File: config.mk
export PLATFORM = sky130hd
export DESIGN_NAME = rgbw_sout
export DESIGN_NICKNAME = d
export VERILOG_FILES = /design/src/rtl/rgbw_sout.sv
export SDC_FILE = /design/constraint.sdc
export NUM_CORES = 1
export LEC_CHECK = 0
export ABC_AREA = 0
export CAP_MARGIN = 10
export CORE_ASPECT_RATIO = 1.2
export CORE_MARGIN = 2
export CORE_UTILIZATION = 45
export CTS_CLUSTER_DIAMETER = 60
export DETAILED_ROUTE_END_ITERATION = 6
export PLACE_DENSITY = 0.62
export SYNTH_ARGS = -nofsm -noshare
export SYNTH_HDL_FRONTEND = slang
export SYNTH_SLANG_ARGS = --single-unit
File: constraint.sdc
create_clock -name clk -period 2.8 [get_ports clk]
set_clock_uncertainty 0.15 [all_clocks]
set_input_delay 0.28 -clock clk [delete_from_list [all_inputs] [get_ports clk]]
set_output_delay 0.28 -clock clk [all_outputs]
set_load 0.005 [all_outputs]
File: src/rtl/rgbw_sout.sv
// SK6812-RGBW style NRZ serializer fed by rgb_sbit2wrd words, with one-deep holding register.
// Define RGBW_WHITE_EXTRACT_EN to derive W = min(R,G,B) and subtract it; otherwise W = 0.
module rgbw_sout #(
    parameter int T0H_CLKS  = 29,
    parameter int T1H_CLKS  = 58,
    parameter int TBIT_CLKS = 120,
    parameter int TRST_CLKS = 7680
) (
    input  logic        clk,
    input  logic        rst,
    input  logic [31:0] in_word,
    input  logic        in_strobe,
    output logic        sout,
    output logic        busy,
    output logic        overflow
);

    typedef enum logic [1:0] {
        IDLE,
        SEND,
        LATCH
    } state_t;

    localparam logic [15:0] T0H       = 16'(T0H_CLKS);
    localparam logic [15:0] T1H       = 16'(T1H_CLKS);
    localparam logic [15:0] TBIT_LAST = 16'(TBIT_CLKS - 1);
    localparam logic [15:0] TRST_LAST = 16'(TRST_CLKS - 1);

    state_t      state;
    state_t      state_nxt;
    logic        strobe_d;
    logic        hold_valid;
    logic [23:0] hold_rgb;
    logic        hold_rst;
    logic [31:0] shift_reg;
    logic [4:0]  bit_cnt;
    logic [15:0] clk_cnt;
    logic        sout_nxt;
    logic        capture;
    logic        drain;
    logic        bit_end;
    logic [15:0] thx;
    logic        unused_bits;

    logic [7:0] r_in;
    logic [7:0] g_in;
    logic [7:0] b_in;
    logic [7:0] r_out;
    logic [7:0] g_out;
    logic [7:0] b_out;
    logic [7:0] w_out;

    assign unused_bits = ^in_word[29:24];

    assign capture = in_strobe & ~strobe_d & in_word[31];
    assign drain   = (state == IDLE) & hold_valid;
    assign bit_end = (clk_cnt == TBIT_LAST);
    assign thx     = shift_reg[31] ? T1H : T0H;
    assign busy    = (state != IDLE) | hold_valid;

    // Incoming channel bytes arrive MSB at the lowest index, so reverse them here.
    always_comb begin
        r_in = '0;
        g_in = '0;
        b_in = '0;
        for (int i = 0; i < 8; i++) begin
            g_in[i] = hold_rgb[7 - i];
            r_in[i] = hold_rgb[15 - i];
            b_in[i] = hold_rgb[23 - i];
        end
    end

`ifdef RGBW_WHITE_EXTRACT_EN
    logic [7:0] min_rg;
    assign min_rg = (r_in < g_in) ? r_in : g_in;
    assign w_out  = (min_rg < b_in) ? min_rg : b_in;
    assign r_out  = r_in - w_out;
    assign g_out  = g_in - w_out;
    assign b_out  = b_in - w_out;
`else
    assign w_out = '0;
    assign r_out = r_in;
    assign g_out = g_in;
    assign b_out = b_in;
`endif

    always_comb begin
        state_nxt = state;
        sout_nxt  = 1'b0;
        case (state)
            IDLE: begin
                if (hold_valid) begin
                    state_nxt = hold_rst ? LATCH : SEND;
                end
            end
            SEND: begin
                sout_nxt = (clk_cnt < thx);
                if (bit_end && (bit_cnt == 5'd31)) begin
                    state_nxt = IDLE;
                end
            end
            LATCH: begin
                if (clk_cnt == TRST_LAST) begin
                    state_nxt = IDLE;
                end
            end
            default: state_nxt = IDLE;
        endcase
    end

    // A capture in the cycle the holding register drains is accepted, not dropped.
    always_ff @(posedge clk) begin
        if (rst) begin
            state      <= IDLE;
            strobe_d   <= 1'b0;
            hold_valid <= 1'b0;
            hold_rgb   <= '0;
            hold_rst   <= 1'b0;
            shift_reg  <= '0;
            bit_cnt    <= '0;
            clk_cnt    <= '0;
            sout       <= 1'b0;
            overflow   <= 1'b0;
        end else begin
            state    <= state_nxt;
            strobe_d <= in_strobe;
            sout     <= sout_nxt;

            if (capture) begin
                if (hold_valid && !drain) begin
                    overflow <= 1'b1;
                end else begin
                    hold_rgb   <= in_word[23:0];
                    hold_rst   <= in_word[30];
                    hold_valid <= 1'b1;
                end
            end else if (drain) begin
                hold_valid <= 1'b0;
            end

            case (state)
                IDLE: begin
                    clk_cnt <= '0;
                    if (hold_valid && !hold_rst) begin
                        shift_reg <= {g_out, r_out, b_out, w_out};
                        bit_cnt   <= '0;
                    end
                end
                SEND: begin
                    if (bit_end) begin
                        clk_cnt   <= '0;
                        shift_reg <= {shift_reg[30:0], 1'b0};
                        bit_cnt   <= bit_cnt + 5'd1;
                    end else begin
                        clk_cnt <= clk_cnt + 16'd1;
                    end
                end
                LATCH: begin
                    if (clk_cnt == TRST_LAST) begin
                        clk_cnt <= '0;
                    end else begin
                        clk_cnt <= clk_cnt + 16'd1;
                    end
                end
                default: clk_cnt <= '0;
            endcase
        end
    end

endmodule

* Word-level counts from Yosys, hierarchy flattened
Index checks and enable logic that the tools add are counted.
** Storage, ports and cells
- Flip-flop bits (word level) :: 84
- Output and inout port bits :: 3
- Word-level logic and storage cells :: 64
** Operators by class
- Add/sub/neg operators :: 2
- $lt $le $gt $ge :: 1
- Equality and inequality tests :: 11
- Muxes and demuxes :: 18
- Bitwise operators :: 7
- Reduce and logical (&&, ||, !) cells :: 15
** Operators with widths (count)
- $mux W32 :: 2
- $pmux W32 S2 :: 1
- $mux W16 :: 2
- $pmux W16 S2 :: 1
- $add A16 B1 Y16 const B :: 1
- $eq A16 B13 Y1 const B :: 1
- $eq A16 B7 Y1 const B :: 1
- $lt A16 B6 Y1 :: 1
- $mux W5 :: 2
- $ne A2 B2 Y1 const B :: 5
- $pmux W5 S2 :: 1
- $mux W2 :: 4
- $mux W6 :: 1
- $pmux W2 S3 :: 1
- $reduce_and A2 Y1 :: 3
- $reduce_and A3 Y1 :: 2
- $reduce_bool A2 Y1 :: 3
- $add A5 B1 Y5 const B :: 1
- $eq A5 B5 Y1 const B :: 1
- $and A1 B1 Y1 :: 3
- $logic_and A1 B1 Y1 :: 3
- $mux W1 :: 3
- $not A1 Y1 :: 3
- $eq A2 B1 Y1 const B :: 1
- other kinds (6) :: 7

* Longest topological paths before layout
Gate-level depths: netlist of the first run.
- Word-level depth :: 6
- Depth in mapped cells :: 9
- Depth with buffers taken out :: 7

* Worst setup path before layout of the first run
Ideal clock, no wire load.
- Path type :: reg-to-reg
- Start point :: register clk_cnt[0]
- End point :: register clk_cnt[12]
- Library setup time :: 0.115 ns
- Data arrival time :: 1.671 ns
- Path slack :: 0.864 ns
- Cell stages (with the launch flop) :: 8
- Clock period less this slack :: 1.936 ns
- Cell sequence :: dfxtp_1 > ha_1 > nand3_1 > or2_2 > o21ai_0 > a211o_2 > buf_4 > nor2_1
** Between the ends
- Cells in the longest elaborated chain, start to end :: 3
** RTL lines
- start: declaration :: RTL line 37 : logic [15:0] clk_cnt;
- start signal: assignment :: RTL line 155 : clk_cnt <= clk_cnt + 16'd1;
- start signal: assignment :: RTL line 162 : clk_cnt <= clk_cnt + 16'd1;
- $add A16 B1 Y16 (tied with other cells) :: RTL line 155, 162
- $mux W16, on equally long branches :: RTL line 159, 150
- $pmux W16 S2 (*) :: RTL line 141 : case (state)
Mark *: on every way between the ends. The rest lies on a longest branch, timed or not.
A chain may end at the register's enable or synchronous reset.

* Final worst setup path of the first run
- Start point :: register clk_cnt[0]
- End point :: register bit_cnt[1]
** Between the ends
- Cells in the longest elaborated chain, start to end :: 3
** RTL lines
- $eq A16 B7 Y1 :: RTL line 57 : assign bit_end = (clk_cnt == TBIT_LAST);
- $ne A2 B2 Y1 (no line)
- $reduce_and A3 Y1 (no line)
- end signal: assignment :: RTL line 153 : bit_cnt <= bit_cnt + 5'd1;
- end: declaration :: RTL line 36 : logic [4:0] bit_cnt;
Every way passes these cells.

==> summary.md, run 1 <==
| Metric | Value |
|---|---|
| Initial antenna violation count | `0` |
| Worst-Margin Slew | `739 ps` |
| First drt pass iteration count | `4` |
| CTS buffer count | `9` |
| Synthesized instance count | `375` |
| Remaining antenna violation count | `0` |
| Chip height | `roughly 99 um` |
| Fraction of the cycle the final worst path needs | `90.7%` |
| Main synth FF type | `dfxtp_1` |
| XOR/XNOR Fraction of Synth Area | `3.60%` |
| Synth area leader | `dfxtp_1` |
| Top post-synthesis cells by area | `dfxtp_1 45%, a211oi_2 8.4%, mux2i_1 7.0%, nand2_1 7.0%, nor2_1 5.6%` |
| WL/cell | `12.4 um` |
| Worst slew margin | `50.6%` |
| RePlAce Congestion | `0.735` |
| Vias per std cell | `5.08` |
| CTS root buffer | `clkbuf_8` |
| Yosys reg bits | `76` |
| Mapped Avg Cell Area | `9.10 um2` |
| Reg2reg setup slack | `260 ps` |
| Grt met1 use | `20.3%` |
| CTS Sinks | `76` |
| Final hold viol count | `0` |
| Fmax | `0.394 GHz` |
| Power Total | `roughly 2.1 mW` |
| Kind of critical path | `reg -> reg` |
| Final setup violation count | `0` |
| RSZ-0062 raised after global routing | `no` |
| Asr flop ratio synth | `0%` |
| Min-delay src | `rst` |
| YS warnings | `0` |
| Post-CTS Hold Fix Bufs | `0` |
| Share of cells above drive strength 1 | `13.3%` |
| Post-synth top cells | `76 x dfxtp_1, 64 x nand2_1, 51 x nor2_1, 32 x a21oi_1, 24 x mux2i_1` |
| Fin cells | `497` |
| Status | `finished clean` |
| Worst vdd ir | `0.268 mV` |
| Synthesized cell area | `between 3000 and 4000 um2` |
| Slew Viols, Final | `0` |
| CTS H-tree lvls | `3` |
| Row count | `34` |
| Initial core utilization | `a little under half` |
| Clk Latency, worst-skew pair | `roughly 340 ps` |
| Detailed placer's ending HPWL | `between 3 and 4 mm` |
| Met2 GRT Util | `27.4%` |
| Final #Nets | `446` |
| Vias in the first global route | `2488` |
| Number of cells after detailed placement | `around 480` |
| Hold EP | `shift_reg[8]` |
| R2R depth | `7` |
| Crit Path Max Fanout | `32` |
| Initial DRC Count | `106` |
| PD cells | `530 nW/um2` |
| IO buf count | `31` |
| Gr ovfl total | `0` |
| # Post-CTS Setup Buffers | `0` |
| Max-cap violations | `0` |
| Die Footprint | `8290 um2` |
| Fillers | `696` |
| Endpoint required time on the critical path | `2920 ps` |
| Leak | `1.27 nW` |
| GRT Util Overall | `between 15 and 20%` |
| Largest family of logic cells by synthesized area | `simple AND/OR/NAND/NOR gates` |
| Arrival time worst endpoint | `2660 ps` |
| Reg-to-reg endpoint | `bit_cnt[1]` |
| Area grow syn2layout | `15.8%` |
| Hold Path Stages | `2` |
| Diodes inserted | `0` |
| Startpoint types | `register` |
| Min Tclk post-route | `about 2500 ps` |
| Largest net degree at the start of global routing | `49` |
| Met3 GRT Util | `2.66%` |
| Min-Delay Path Class | `in -> reg` |
| CTS tree | `built` |
| Critical Path Sink Type | `register` |
| FF-to-FF Start | `clk_cnt[0]` |
| DIE WIDTH | `83.5 um` |
| Post-Synth Simple-Gate Area | `20.7%` |
| Syn Nets | `419` |
| WL final | `6.16 mm` |
| Mux cell area share after synthesis | `under 10%` |
| I/O pin cnt | `38` |
| Most numerous cell in the Yosys netlist | `dfxtp_1` |
| GRT busiest layer | `met2` |
| Via Count | `about 2500` |
| Yosys cell types | `39` |
| Setup_tns | `0 ps` |
| Clock transition at the registers of the reported paths | `80 ps` |
| Post-CTS sizing | `0` |
| Register area share after synthesis | `44.6%` |
| First-pass GRT wire length | `about 11 mm` |
| Core outline area | `7320 um2` |
| Post-synth top area share | `44.6%` |
| Synth Area in Compound Gates | `16.4%` |
| Post-Synth Adder-Cell Area | `3.30%` |
| CTS max path bufs | `2` |
| DRC viols | `0` |
| Post-synth EDFFs | `0` |
==> worst max path at each step <==
stage	startpoint	endpoint	slack (ps)	cells after the start
6_report	clk_cnt[0]	bit_cnt[1]	260	7
5_1_grt	clk_cnt[0]	bit_cnt[1]	60	7
4_1_cts	clk_cnt[0]	shift_reg[29]	250	7
3_5_place_dp	clk_cnt[0]	shift_reg[29]	270	7
3_3_place_gp	clk_cnt[0]	bit_cnt[0]	320	7
2_1_floorplan	clk_cnt[0]	clk_cnt[12]	860	7
==> cell usage in the layout, fill, tap and decap left out, drive strengths merged, types with 2 or more instances in the layout <==
cell | netlist | final
inv | 9 | 10
o2bb2ai | 2 | 2
o21ai | 3 | 3
a21oi | 33 | 33
dfxtp | 76 | 76
or2 | 2 | 2
a211oi | 23 | 23
xnor2 | 6 | 6
and3 | 3 | 3
clkinv | 0 | 3
buf | 9 | 7
clkbuf | 12 | 10
nor3 | 2 | 2
ha | 9 | 9
nand3 | 7 | 7
nand2 | 64 | 64
nor2b | 4 | 4
nand4 | 5 | 5
nand2b | 7 | 7
a31oi | 3 | 3
nor2 | 51 | 51
mux2i | 24 | 24
clkdlybuf4s50 | 0 | 30
clkinvlp | 0 | 2
xor2 | 8 | 8
==> through the flow <==
stage	hold WS (ps)	setup slack [ps]	util, %	area, um2
after floorplan	258	864	-	3410
after global placement	291	318	51.6	3770
after detailed placement	296	273	51.6	3770
after CTS	140	246	54.0	3950
after global routing	146	55.9	54.0	3950
final	140	259	54.0	3950
==> cells by family after synthesis <==
kind of cell,count (synthesis)
muxes,24
AOI/OAI and AO/OA,69
buffers and inverters,30
xor gates and xnor gates,14
and+or+nand+nor,153
DFF,76
adders and majority gates,9
==> per-layer routing <==
metal | vias to the layer above | share of wire, %
li1 | 1331 | -
met1 | 1156 | 47
met2 | 28 | 48
met3 | 10 | 2.6
met4 | 0 | 1.9
met5 | - | 0
==> worst max-delay path: stages, from the launching register on <==
cell	delay, ps
dfxtp_1	420
ha_1	240
and4b_1	270
nand4_4	170
a21oi_4	660
buf_12	280
nand3_1	90
a21oi_1	170
==> report_power, final <==
group	switching [mW]	internal, mW	total, mW
clock network	0.403	0.344	0.747
registers	0.0197	1.12	1.14
logic	0.106	0.0994	0.206
==> final cells by class <==
cell class	instances	area (um2)	share of cell area, %
multi-input cells	269	1740	44.1
flip-flops and latches	76	1520	38.5
repair buffers	37	363	9.19
clock buffers	10	138	3.49
well taps	90	113	2.85
clock inverters	6	38.8	0.982
inverters	9	33.8	0.856
No activity file was read; power rests on OpenSTA's default activity.
==> run 2: changes to the inputs <==
--- a/config.mk
+++ b/config.mk
@@ -10,9 +10,9 @@
 export CORE_ASPECT_RATIO = 1.2
 export CORE_MARGIN = 2
 export CORE_UTILIZATION = 45
-export CTS_CLUSTER_DIAMETER = 60
+export CTS_CLUSTER_DIAMETER = 80
 export DETAILED_ROUTE_END_ITERATION = 6
-export PLACE_DENSITY = 0.62
+export PLACE_DENSITY = 0.66
 export SYNTH_ARGS = -nofsm -noshare
 export SYNTH_HDL_FRONTEND = slang
 export SYNTH_SLANG_ARGS = --single-unit
==> summary.md, run 2 (same netlist as run 1, synthesis figures left out) <==
| Metric | Value |
|---|---|
| Vias in the first global route | `2557 (+2.8%)` |
| Core outline area | `7320 um2 (unchanged)` |
| Fmax | `0.449 GHz (+14%)` |
| Worst slew margin | `60.8% (+10 points)` |
| Max-cap violations | `0 (unchanged)` |
| RePlAce Congestion | `0.740 (+0.63%)` |
| Detailed placer's ending HPWL | `4.15 mm (+4.9%)` |
| Crit path cell chain | `inv_1 -> ha_2 -> nor2b_1 -> a31oi_1 -> a21oi_4 -> buf_4 -> nand2b_1 -> a21oi_1` |
| CTS buffer count | `9 (unchanged)` |
| GRT Util Overall | `16.4% (+0.26 points)` |
| Post-CTS Hold Fix Bufs | `0 (unchanged)` |
| Die Footprint | `8290 um2 (unchanged)` |
| First drt pass iteration count | `4 (unchanged)` |
| Remaining antenna violation count | `0 (unchanged)` |
| Min-Delay Path Class | `in -> reg` |
| Leak | `1.29 nW (+1.2%)` |
| CTS H-tree lvls | `3 (unchanged)` |
| Clk Latency, worst-skew pair | `350 ps (about the same)` |
| Crit Path Max Fanout | `34 (+6.3%)` |
| RSZ-0062 raised after global routing | `no` |
| Most frequent cells in the layout | `76 x dfxtp_1, 64 x nand2_1, 51 x nor2_1` |
| Worst-Margin Slew | `585 ps (-154 ps)` |
| Chip height | `99.4 um (unchanged)` |
| Slew Viols, Final | `0 (unchanged)` |
| CTS Sinks | `76 (unchanged)` |
| Min Tclk post-route | `2230 ps (-312 ps)` |
| # Post-CTS Setup Buffers | `0 (unchanged)` |
| CTS root buffer | `clkbuf_8` |
| I/O pin cnt | `38 (unchanged)` |
| CP delay by family, top | `compound AO/OA/AOI/OAI gates` |
| CTS tree | `built` |
| Slowest CP cell | `a31oi_1` |
| Share of cells above drive strength 1 | `13.7% (+0.42 points)` |
| First-pass GRT wire length | `11.1 mm (+1.6%)` |
| Initial core utilization | `46.6% (unchanged)` |
| Clock transition at the registers of the reported paths | `80 ps (about the same)` |
| Vias per std cell | `5.15 (+1.5%)` |
| DRC viols | `0 (unchanged)` |
| Status | `finished clean` |
| Initial antenna violation count | `0 (unchanged)` |
| WL/cell | `12.2 um (-1.7%)` |
| PD cells | `555 nW/um2 (+4.7%)` |
| Setup_tns | `0 ps (unchanged)` |
| Most common cell after layout, fill and taps aside | `dfxtp_1` |
| Power Total | `2.21 mW (+5.6%)` |
| Startpoint types | `register` |
| DIE WIDTH | `83.5 um (unchanged)` |
| Via Count | `2572 (+1.9%)` |
| WL final | `6.08 mm (-1.3%)` |
| CTS max path bufs | `2 (unchanged)` |
| Final hold viol count | `0 (unchanged)` |
| Critical Path Sink Type | `register` |
| Diodes inserted | `0 (unchanged)` |
| Kind of critical path | `reg -> reg` |
| Final setup violation count | `0 (unchanged)` |
| Gr ovfl total | `0 (unchanged)` |
| Post-CTS sizing | `0 (unchanged)` |
| Endpoint required time on the critical path | `2930 ps (about the same)` |
| Area grow syn2layout | `16.8%` |
| Initial DRC Count | `63 (-41%)` |
| Buf+Inv Stages, Crit Path | `2 (+1)` |
| Fraction of the cycle the final worst path needs | `79.6% (-11 points)` |
| Final #Nets | `448 (+0.45%)` |
| IO buf count | `31 (unchanged)` |
| Row count | `34 (unchanged)` |
| Arrival time worst endpoint | `2360 ps (-300 ps)` |
| Worst vdd ir | `0.297 mV (+11%)` |
| Crit-path max cell delay | `460 ps (-200 ps)` |
| Largest net degree at the start of global routing | `37 (-24%)` |
==> run 2: final cells by class <==
| cell class | count | area [um2] |
|---|---|---|
| clock inverter | 6 | 70.1 |
| fill | 711 | 3330 |
| sequential | 76 | 1520 |
| multi-input combinational | 269 | 1740 |
| timing repair buffer | 39 | 365 |
| clock buffer | 10 | 138 |
| tap | 90 | 113 |
| inverter | 9 | 33.8 |
==> run 2: where the power goes <==
part	switching [mW]	internal, mW
Clock	0.423	0.442
Sequential	0.0201	1.12
Combinational	0.106	0.0993
==> run 2: routing by layer <==
layer	GRT usage [%]	wire [um]
met1	18.5	2760
met2	29.3	2990
met3	3.24	171
met4	8.31	155
met5	0	0
==> run 2: final timing paths <==
| check | from | slack (ps) | to | cells after the start |
|---|---|---|---|---|
| max | state[1] | 570 | bit_cnt[0] | 8 |
| min | rst | 240 | shift_reg[8] | 2 |
| max reg2reg | state[1] | 570 | bit_cnt[0] | 8 |
| min reg2reg | hold_rgb[0] | 310 | hold_rgb[0] | 2 |
==> run 2: metrics by stage <==
stage	util, %	hold slack [ps]	cell area (um2)	instances	setup slack (ps)
floorplan	-	258	3410	375	864
global placement	51.6	293	3770	483	603
detailed placement	51.6	296	3770	483	548
CTS	54.4	230	3980	499	525
global route	54.4	259	3980	499	349
finish	54.4	238	3980	499	571
==> run 3: changes to the inputs <==
--- a/config.mk
+++ b/config.mk
@@ -12,7 +12,7 @@
 export CORE_UTILIZATION = 45
 export CTS_CLUSTER_DIAMETER = 80
 export DETAILED_ROUTE_END_ITERATION = 6
-export PLACE_DENSITY = 0.66
+export PLACE_DENSITY = 0.69
 export SYNTH_ARGS = -nofsm -noshare
 export SYNTH_HDL_FRONTEND = slang
 export SYNTH_SLANG_ARGS = --single-unit
==> constraint.sdc (replaced) <==
create_clock -name clk -period 1.89 [get_ports clk]
set_clock_uncertainty 0.15 [all_clocks]
set_input_delay 0.189 -clock clk [delete_from_list [all_inputs] [get_ports clk]]
set_output_delay 0.189 -clock clk [all_outputs]
set_load 0.005 [all_outputs]
==> summary.md, run 3 (same netlist as run 1, synthesis figures left out) <==
| Metric | Value |
|---|---|
| Status | `finished clean` |
| Arrival time worst endpoint | `1940 ps (-420 ps)` |
| Final #Nets | `483 (+7.8%)` |
| WL/cell | `13.0 um (+6.8%)` |
| Critical Path Sink Type | `register` |
| Clk Latency, worst-skew pair | `330 ps (-20 ps)` |
| Startpoint types | `register` |
| IO buf count | `31 (unchanged)` |
| First drt pass iteration count | `4 (unchanged)` |
| Row count | `34 (unchanged)` |
| Crit Path Max Fanout | `18 (-47%)` |
| Gr ovfl total | `0 (unchanged)` |
| DIE WIDTH | `83.5 um (unchanged)` |
| Hold_ws | `68.6 ps (-169 ps)` |
| Remaining antenna violation count | `0 (unchanged)` |
| Detailed placer's ending HPWL | `4.36 mm (+4.9%)` |
| Endpoint required time on the critical path | `1950 ps (-980 ps)` |
| Fillers | `636 (-11%)` |
| R2R depth | `8 (unchanged)` |
| Vias per std cell | `5.09 (-1.3%)` |
| CTS tree | `built` |
| Share of cells above drive strength 1 | `24.5% (+11 points)` |
| Initial antenna violation count | `0 (unchanged)` |
| Initial core utilization | `46.6% (unchanged)` |
| Worst slew margin | `78.6% (+18 points)` |
| Crit path cell chain | `ha_4 -> and4b_2 -> nand4_4 -> a21oi_4 -> buf_12 -> buf_12 -> nand2b_1 -> a21oi_1` |
| First-pass GRT wire length | `11.6 mm (+4.5%)` |
| Initial DRC Count | `129 (+100%)` |
| Reg2reg setup slack | `10 ps (-560 ps)` |
| Core outline area | `7320 um2 (unchanged)` |
| Fraction of the cycle the final worst path needs | `99.5% (+20 points)` |
| Setup_tns | `0 ps (unchanged)` |
| Leak | `1.52 nW (+18%)` |
| RePlAce Congestion | `0.775 (+4.8%)` |
| Most frequent cells in the layout | `71 x dfxtp_1, 64 x nand2_1, 47 x nor2_1` |
| Crit-path max cell delay | `360 ps (-100 ps)` |
| Min Tclk post-route | `1880 ps (-349 ps)` |
| Setup ws final | `9.83 ps (-561 ps)` |
| WL final | `6.95 mm (+14%)` |
| I/O pin cnt | `38 (unchanged)` |
| RSZ-0062 raised after global routing | `yes` |
| Area grow syn2layout | `29.9%` |
| PD cells | `719 nW/um2 (+30%)` |
| CTS Sinks | `76 (unchanged)` |
| Final setup violation count | `0 (unchanged)` |
| Kind of critical path | `reg -> reg` |
| Post-CTS Hold Fix Bufs | `0 (unchanged)` |
| Largest net degree at the start of global routing | `60 (+62%)` |
| Vias in the first global route | `2658 (+3.9%)` |
| Max-cap violations | `0 (unchanged)` |
| Via Count | `2716 (+5.6%)` |
| DRC viols | `0 (unchanged)` |
| CTS max path bufs | `2 (unchanged)` |
| CTS root buffer | `clkbuf_8` |
| Slew Viols, Final | `0 (unchanged)` |
| Cell mode on critical path | `buf_12` |
| Most common cell after layout, fill and taps aside | `dfxtp_1` |
| Min-Delay Path Class | `in -> reg` |
| Die Footprint | `8290 um2 (unchanged)` |
| Chip height | `99.4 um (unchanged)` |
| Worst-Margin Slew | `319 ps (-266 ps)` |
| Fmax | `0.532 GHz (+19%)` |
| GRT Util Overall | `17.2% (+0.80 points)` |
| Final hold viol count | `0 (unchanged)` |
| Worst vdd ir | `0.480 mV (+62%)` |
| Placement Setup Slack | `-91.3 ps (-639 ps)` |
| CTS buffer count | `9 (unchanged)` |
| Diodes inserted | `0 (unchanged)` |
| CTS H-tree lvls | `3 (unchanged)` |
| Clock transition at the registers of the reported paths | `80 ps (about the same)` |
| Slowest CP cell | `dfxtp_2` |
| Hold Path Stages | `4 (+2)` |
run 3: layer usage:
| layer | GRT usage (%) | vias up | share of wire, % |
|---|---|---|---|
| li1 | - | 1402 | - |
| met2 | 31.6 | 50 | 52 |
| met1 | 19.4 | 1258 | 44 |
| met5 | 0 | - | 0 |
| met4 | 5.71 | 0 | 0.60 |
| met3 | 4.23 | 6 | 3.7 |
run 3: critical path, delay by kind of cell (launching register included):
family          cells  cell delay [ps]
compound gates      2              270
flops               1              360
buf+inv             2              320
simple gates        3              520
fa+ha+maj           1              140
run 3: cell type report:
cell class              count  area (um2)  area share (%)
well taps                  90         113            2.54
inverters                   9        33.8           0.762
repair buffers             74         757            17.1
clock inverters             6        47.5            1.07
multi-input cells         269        1810            40.9
flip-flops and latches     76        1530            34.5
clock buffers              10         138            3.11
run 3: per-stage QoR:
stage	instances	power [mW]	utilization, %	area, um2
CTS	524	3.19	58.3	4260
floorplan	375	1.93	-	3410
detailed placement	504	2.05	54.4	3980
global route	534	3.34	60.6	4430
finish	534	3.19	60.6	4430
global placement	504	2.04	54.4	3980
run 3: final timing paths:
path	start	end
min reg2reg	hold_rgb[9]	hold_rgb[9]
max	clk_cnt[0]	bit_cnt[0]
max reg2reg	clk_cnt[0]	bit_cnt[0]
min	rst	sout
run 3: report_power, final:
group,switching (mW),leakage [nW],internal [mW]
combinational,0.175,0.804,0.191
sequential,0.0326,0.620,1.66
clock,0.611,0.0928,0.522
run 3: timing repair:
action	in CTS	in global routing
pin swaps	5	11
endpoints found under the setup margin	29	47
setup buffers	3	10
gates cloned	1	2
resized for setup	11	23
